File: config.mk
export PLATFORM = sky130hd
export DESIGN_NAME = clk_divide_prog
export DESIGN_NICKNAME = d
export VERILOG_FILES = /design/src/rtl/clk_divide_prog.sv
export SDC_FILE = /design/constraint.sdc
export NUM_CORES = 1
export LEC_CHECK = 0
export BUFFER_PORTS_ARGS = -buffer_cell sky130_fd_sc_hd__buf_2
export CAP_MARGIN = 20
export CORE_MARGIN = 5
export CORE_UTILIZATION = 51
export CTS_CLUSTER_DIAMETER = 80
export DETAILED_ROUTE_END_ITERATION = 6
export GPL_ROUTABILITY_DRIVEN = 0
export GPL_TIMING_DRIVEN = 0
export PLACE_DENSITY = 0.71
export SKIP_LAST_GASP = 1
export SLEW_MARGIN = 20
export SYNTH_ARGS = -nofsm -noshare
export SYNTH_HDL_FRONTEND = slang
export SYNTH_SLANG_ARGS = --single-unit
File: constraint.sdc
create_clock -name i_clk -period 8.06 [get_ports i_clk]
set_input_delay 0.403 -clock i_clk [delete_from_list [all_inputs] [get_ports i_clk]]
set_output_delay 0.403 -clock i_clk [all_outputs]
set_load 0.01 [all_outputs]
File: src/rtl/clk_divide_prog.sv
// -----------------------------------------------------------------------------
// clk_divide_prog
//
// Runtime-programmable integer clock divider. Produces a registered divided
// clock o_clk with a programmable period N and high time H, and a one-cycle
// o_sync strobe at each period start. New {N, H} settings are accepted through
// a valid/ready handshake, parked in a pending register and applied only at a
// period boundary (terminal count or resync), or immediately while counting is
// disabled. This means a running period always completes with its old values.
//
// Ports
//   i_clk        : single clock
//   i_rst        : synchronous, active-high reset (highest priority)
//   i_en         : count enable; 0 freezes counter and o_clk
//   i_resync     : force an immediate period restart
//   i_cfg_valid  : configuration request
//   o_cfg_ready  : configuration can be accepted (pending register empty)
//   i_cfg_div    : requested period N
//   i_cfg_high   : requested high time H
//   o_cfg_err    : one-cycle pulse after an invalid configuration transfer
//   o_clk        : divided clock, registered
//   o_sync       : one-cycle period-start pulse, registered
//   o_cnt        : current phase counter
// -----------------------------------------------------------------------------
module clk_divide_prog #(
    parameter int CNT_W        = 16,
    parameter int DIV_DEFAULT  = 50,
    parameter int HIGH_DEFAULT = 25
) (
    input  logic             i_clk,
    input  logic             i_rst,
    input  logic             i_en,
    input  logic             i_resync,
    input  logic             i_cfg_valid,
    output logic             o_cfg_ready,
    input  logic [CNT_W-1:0] i_cfg_div,
    input  logic [CNT_W-1:0] i_cfg_high,
    output logic             o_cfg_err,
    output logic             o_clk,
    output logic             o_sync,
    output logic [CNT_W-1:0] o_cnt
);

    localparam logic [CNT_W-1:0] DIV_RST  = CNT_W'(DIV_DEFAULT);
    localparam logic [CNT_W-1:0] HIGH_RST = CNT_W'(HIGH_DEFAULT);
    localparam logic [CNT_W-1:0] ONE      = CNT_W'(1);
    localparam logic [CNT_W-1:0] TWO      = CNT_W'(2);
    localparam logic [CNT_W-1:0] ZERO     = CNT_W'(0);

    // A configuration is usable only if 2 <= div and 1 <= high < div.
    function automatic logic cfg_is_valid(input logic [CNT_W-1:0] div,
                                          input logic [CNT_W-1:0] high);
        return (div >= TWO) && (high >= ONE) && (high < div);
    endfunction

    logic [CNT_W-1:0] cnt_q, cnt_d;
    logic             clk_q, clk_d;
    logic             sync_q, sync_d;
    logic             err_q, err_d;
    logic             ready_q, ready_d;
    logic [CNT_W-1:0] div_q, div_d;
    logic [CNT_W-1:0] high_q, high_d;
    logic [CNT_W-1:0] pend_div_q, pend_div_d;
    logic [CNT_W-1:0] pend_high_q, pend_high_d;
    logic             pend_vld_q, pend_vld_d;

    logic [CNT_W-1:0] div_m1_s;
    logic [CNT_W-1:0] high_m1_s;
    logic             term_s;
    logic             boundary_s;
    logic             xfer_s;
    logic             apply_s;

    // Next-state logic for counter, waveform, handshake and config registers.
    always_comb begin
        cnt_d       = cnt_q;
        clk_d       = clk_q;
        sync_d      = 1'b0;
        err_d       = 1'b0;
        div_d       = div_q;
        high_d      = high_q;
        pend_div_d  = pend_div_q;
        pend_high_d = pend_high_q;
        pend_vld_d  = pend_vld_q;

        // Validation keeps div >= 2 and high >= 1, so these never wrap.
        div_m1_s  = div_q - ONE;
        high_m1_s = high_q - ONE;

        // ">=" rather than "==": a config applied while disabled may leave
        // cnt beyond the new N-1; the next counting edge then ends the period.
        term_s     = i_en && (cnt_q >= div_m1_s);
        boundary_s = i_resync || term_s;
        xfer_s     = i_cfg_valid && ready_q;
        apply_s    = pend_vld_q && (boundary_s || !i_en);

        if (boundary_s) begin
            cnt_d  = ZERO;
            clk_d  = 1'b1;
            sync_d = 1'b1;
        end else if (i_en) begin
            cnt_d = cnt_q + ONE;
            if (cnt_q == high_m1_s) begin
                clk_d = 1'b0;
            end else begin
                clk_d = clk_q;
            end
        end else begin
            cnt_d = cnt_q;
        end

        // Apply and transfer are mutually exclusive: transfer needs ready,
        // which is low whenever something is pending.
        if (apply_s) begin
            div_d      = pend_div_q;
            high_d     = pend_high_q;
            pend_vld_d = 1'b0;
        end else begin
            div_d  = div_q;
            high_d = high_q;
        end

        if (xfer_s) begin
            if (cfg_is_valid(i_cfg_div, i_cfg_high)) begin
                pend_div_d  = i_cfg_div;
                pend_high_d = i_cfg_high;
                pend_vld_d  = 1'b1;
            end else begin
                err_d = 1'b1;
            end
        end else begin
            err_d = 1'b0;
        end

        ready_d = !pend_vld_d;
    end

    // State registers with synchronous reset restoring the default config.
    always_ff @(posedge i_clk) begin
        if (i_rst) begin
            cnt_q       <= ZERO;
            clk_q       <= 1'b0;
            sync_q      <= 1'b0;
            err_q       <= 1'b0;
            ready_q     <= 1'b1;
            div_q       <= DIV_RST;
            high_q      <= HIGH_RST;
            pend_div_q  <= ZERO;
            pend_high_q <= ZERO;
            pend_vld_q  <= 1'b0;
        end else begin
            cnt_q       <= cnt_d;
            clk_q       <= clk_d;
            sync_q      <= sync_d;
            err_q       <= err_d;
            ready_q     <= ready_d;
            div_q       <= div_d;
            high_q      <= high_d;
            pend_div_q  <= pend_div_d;
            pend_high_q <= pend_high_d;
            pend_vld_q  <= pend_vld_d;
        end
    end

    assign o_cnt       = cnt_q;
    assign o_clk       = clk_q;
    assign o_sync      = sync_q;
    assign o_cfg_err   = err_q;
    assign o_cfg_ready = ready_q;

endmodule

==> run summary <==
Result of the run -> finished, final reports clean
Area enclosed by the die boundary -> 11550 µm²
Number of antenna violations at the first check in global routing -> 0
Worst reg2reg path startpoint -> div_q[6]
Synthesized net count -> 641
Resized cells post-CTS -> 0
Crit path launch type -> flop
Final net count -> 707
IR drop worst, VDD -> 0.00007264 V
Layout-stage area growth over the synthesis result -> 13.12%
Final-layout setup total negative slack -> 0 ps
Capture point of the worst reg-to-reg path -> o_cnt[7]
Clock slew seen by the registers of the worst setup and hold paths -> 100 ps
I/O pin total -> 57
Class of the tightest hold or removal check -> in2reg
Setup slack, reg-to-reg -> 4110 ps
First-pass iteration count of the detailed router -> 4
Floorplan row count -> 35
Slew of the pin with the lowest slew margin -> 726.3 ps
Fraction of final layout cells sized beyond drive strength 1 -> 15.76%
Number of synthesized flops with an enable pin -> 0
Required time at the worst-slack endpoint -> 8320 ps
Maximum number of pins on one net before global-route repair -> 19
Number of distinct library cell variants in the gate-level netlist after synthesis -> 53
Worst Path Max Fanout -> 10
Chip Width -> 107.5 µm
Max-Slew Margin vs Limit -> 51.14%
Warnings from Yosys -> 0
Post-synthesis async set-or-reset flop share -> 0%
Clock period minus worst slack -> 3947 ps
Leak -> 2.433 nW
Count of endpoints failing hold in the final timing report -> 0
Cell with the largest stage delay on the worst path -> sky130_fd_sc_hd__or4_1
Origin of the worst min-delay path -> i_cfg_valid
Combinational Power Share -> 14.0%
Residual DRC count -> 0
PD cells -> 158.6 nW/µm²
Total of buffers placed on input and output ports -> 55
Number of sinks driven by the clock tree -> 85
Worst reg2reg path depth -> 13
Bufs on Longest Clock Path -> 2
Cell with the most instances on the worst path -> sky130_fd_sc_hd__or3_1
Global-route congestion overflow total -> 0
Switching share of power -> 29.60%
Max-cap violations -> 0
Clk pwr share -> 34.2%
HPWL after detailed placement -> 10.04 mm
Largest stage delay on the critical path -> 570 ps
Syn_area_per_cell -> 8.502 µm²
Detailed-route wire length -> 12.46 mm
Mapped Cells -> 570
Initial standard-cell utilization of the core -> 52.44%
Int Power -> 0.6120 mW
Element type at the critical path end -> flop
Area of the mapped netlist -> 4846 µm²
Wire per inst -> 16.18 µm
N_diodes -> 0
Post-CTS Setup Bufs -> 0
Final count of negative-setup-slack endpoints -> 0
Highest-count cells in the layout ignoring fill and taps -> sky130_fd_sc_hd__dfxtp_1 (85), sky130_fd_sc_hd__nor2_1 (65), sky130_fd_sc_hd__buf_2 (59)
Via count of the routed design -> 4283
Part of the cycle the worst path needs -> 48.97%
Final slew viol count -> 0
Highest clock frequency the design can meet -> 253.3 MHz
Number of global-route vias before repair -> 4241
Final ANT Viol Nets -> 0
Clock tree skew after final layout -> 15.49 ps
Commonest non-fill, non-tap cell in the layout -> sky130_fd_sc_hd__dfxtp_1
Clock latency reported for the late side of the worst-skew pair -> 360 ps
Share of synthesized area occupied by flip-flops and latches -> 35.11%
Number of CTS-inserted buffers -> 9
Relative contribution of sequential cells to total power -> 51.8%
Most instantiated flip-flop cell in the synthesis netlist -> sky130_fd_sc_hd__dfxtp_1
Data arrival time of the worst path -> 4210 ps
Global-route wire length before repair -> 20.24 mm
Synthesis-stage register bit count -> 85
Iteration-0 DRC Markers -> 216
Class of the most critical setup path -> reg2reg
Power spent charging and discharging nets -> 0.2573 mW
Core area -> 9240 µm²
H-tree depth -> 3
CTS Root Buffer Type -> sky130_fd_sc_hd__clkbuf_8
Number of cells on the worst hold path -> 3
Crit-path cells -> or4_1, or3_1, nor4_1, xnor2_1, ha_1, nand4_1, or3_1, o32a_1, o2bb2ai_1, nand2b_1, clkbuf_1, buf_2, nor2_1
All-layer global routing usage -> 21.96%
Worst hold margin -> 324.3 ps
Die extent in y -> 107.5 µm
Worst min-delay path endpoint -> o_cfg_err
Setup repair after global routing missed its margin -> no
Routed via count divided by cell count -> 5.562
CTS tree -> done
Hold buffer count at cts -> 0
[flip-flops by register name, summed over array words and instances, names as in the netlist]
register,cells
pend_div_q,16
pend_vld_q,1
pend_high_q,16
o_cfg_ready,1
o_clk,1
div_q,16
o_cfg_err,1
high_q,16
o_sync,1
o_cnt,16
[synthesized netlist by cell type (3+ instances only)]
cell / number / area [µm²]
sky130_fd_sc_hd__dfxtp_1: 85 / 1702
sky130_fd_sc_hd__nor2_1: 65 / 244.0
sky130_fd_sc_hd__a21oi_1: 47 / 235.2
sky130_fd_sc_hd__ha_1: 34 / 425.4
sky130_fd_sc_hd__o21ai_0: 34 / 170.2
sky130_fd_sc_hd__xnor2_1: 29 / 254.0
sky130_fd_sc_hd__clkbuf_1: 27 / 101.4
sky130_fd_sc_hd__mux2i_1: 27 / 270.3
sky130_fd_sc_hd__inv_1: 23 / 86.33
sky130_fd_sc_hd__xor2_1: 21 / 183.9
sky130_fd_sc_hd__nand2_1: 19 / 71.32
sky130_fd_sc_hd__or3_1: 18 / 112.6
sky130_fd_sc_hd__or3b_2: 15 / 131.4
sky130_fd_sc_hd__nand4_1: 14 / 87.58
sky130_fd_sc_hd__nor3_1: 14 / 70.07
sky130_fd_sc_hd__nor4_1: 13 / 81.33
sky130_fd_sc_hd__a21o_1: 10 / 75.07
sky130_fd_sc_hd__nand3_1: 10 / 50.05
sky130_fd_sc_hd__a31oi_1: 5 / 31.28
sky130_fd_sc_hd__nor2b_1: 5 / 31.28
sky130_fd_sc_hd__and3_1: 4 / 25.02
sky130_fd_sc_hd__buf_2: 4 / 20.02
sky130_fd_sc_hd__o21ai_1: 4 / 20.02
sky130_fd_sc_hd__nand2b_1: 3 / 18.77
sky130_fd_sc_hd__or4_1: 3 / 22.52
[kinds of logic (layout without fill, tap and decap cells)]
kind of cell | count (synthesis) | count (layout) | synth area share [%]
compound gates | 119 | 119 | 14.46
xor+xnor | 50 | 50 | 9.037
fa+ha+maj | 34 | 34 | 8.779
buf+inv | 61 | 132 | 5.345
mux | 27 | 27 | 5.577
flops | 85 | 85 | 35.11
simple gates | 194 | 194 | 21.69
[worst max path at each step]
stage,start,end,slack [ps]
3_3_place_gp,div_q[2],o_cnt[7],4260
4_1_cts,div_q[6],o_cnt[13],4090
5_1_grt,div_q[2],o_cnt[13],3830
2_1_floorplan,div_q[6],div_q[10],4610
6_report,div_q[6],o_cnt[7],4110
3_5_place_dp,div_q[6],o_cnt[6],4130
[power by group through the flow]
stage | combinational (mW) | clock (mW) | sequential, mW
after detailed placement | 0.121 | 0 | 0.460
after floorplan | 0.0831 | 0 | 0.456
after global routing | 0.136 | 0.322 | 0.453
final | 0.121 | 0.297 | 0.450
after CTS | 0.121 | 0.301 | 0.450
after global placement | 0.116 | 0 | 0.459
[area by class of cell]
cell class / count / area [µm²]
fill: 830 / 3759
clock buffer: 9 / 123.9
buffer: 38 / 172.7
clock inverter: 7 / 75.07
multi-input combinational: 424 / 2885
inverter: 23 / 86.33
tap: 129 / 161.4
timing repair buffer: 55 / 275.3
sequential: 85 / 1702
[layer usage]
layer / GRT usage (%) / share of wire [%]
met2: 37.31 / 47
met3: 3.839 / 4.5
met5: 0 / 0
met4: 8.386 / 2.4
met1: 27.70 / 46
[critical path, delay by kind of cell, from the launching register on]
kind / cells / cell delay, ps
and+or+nand+nor: 7 / 1930
AOI/OAI and AO/OA: 2 / 560
buffers and inverters: 2 / 540
DFF: 1 / 390
adders and majority gates: 1 / 310
xor gates and xnor gates: 1 / 120
[stage by stage]
step / instance area [µm²] / setup slack [ps] / std cells / utilization (%) / total power, mW
2_1_floorplan: 4846 / 4613 / 570 / - / 0.5391
3_3_place_gp: 5283 / 4256 / 754 / 57.17 / 0.5754
3_5_place_dp: 5283 / 4135 / 754 / 57.17 / 0.5809
4_1_cts: 5482 / 4091 / 770 / 59.32 / 0.8724
5_1_grt: 5482 / 3833 / 770 / 59.32 / 0.9107
6_report: 5482 / 4113 / 770 / 59.32 / 0.8692
No activity file was read; power rests on OpenSTA's default activity.
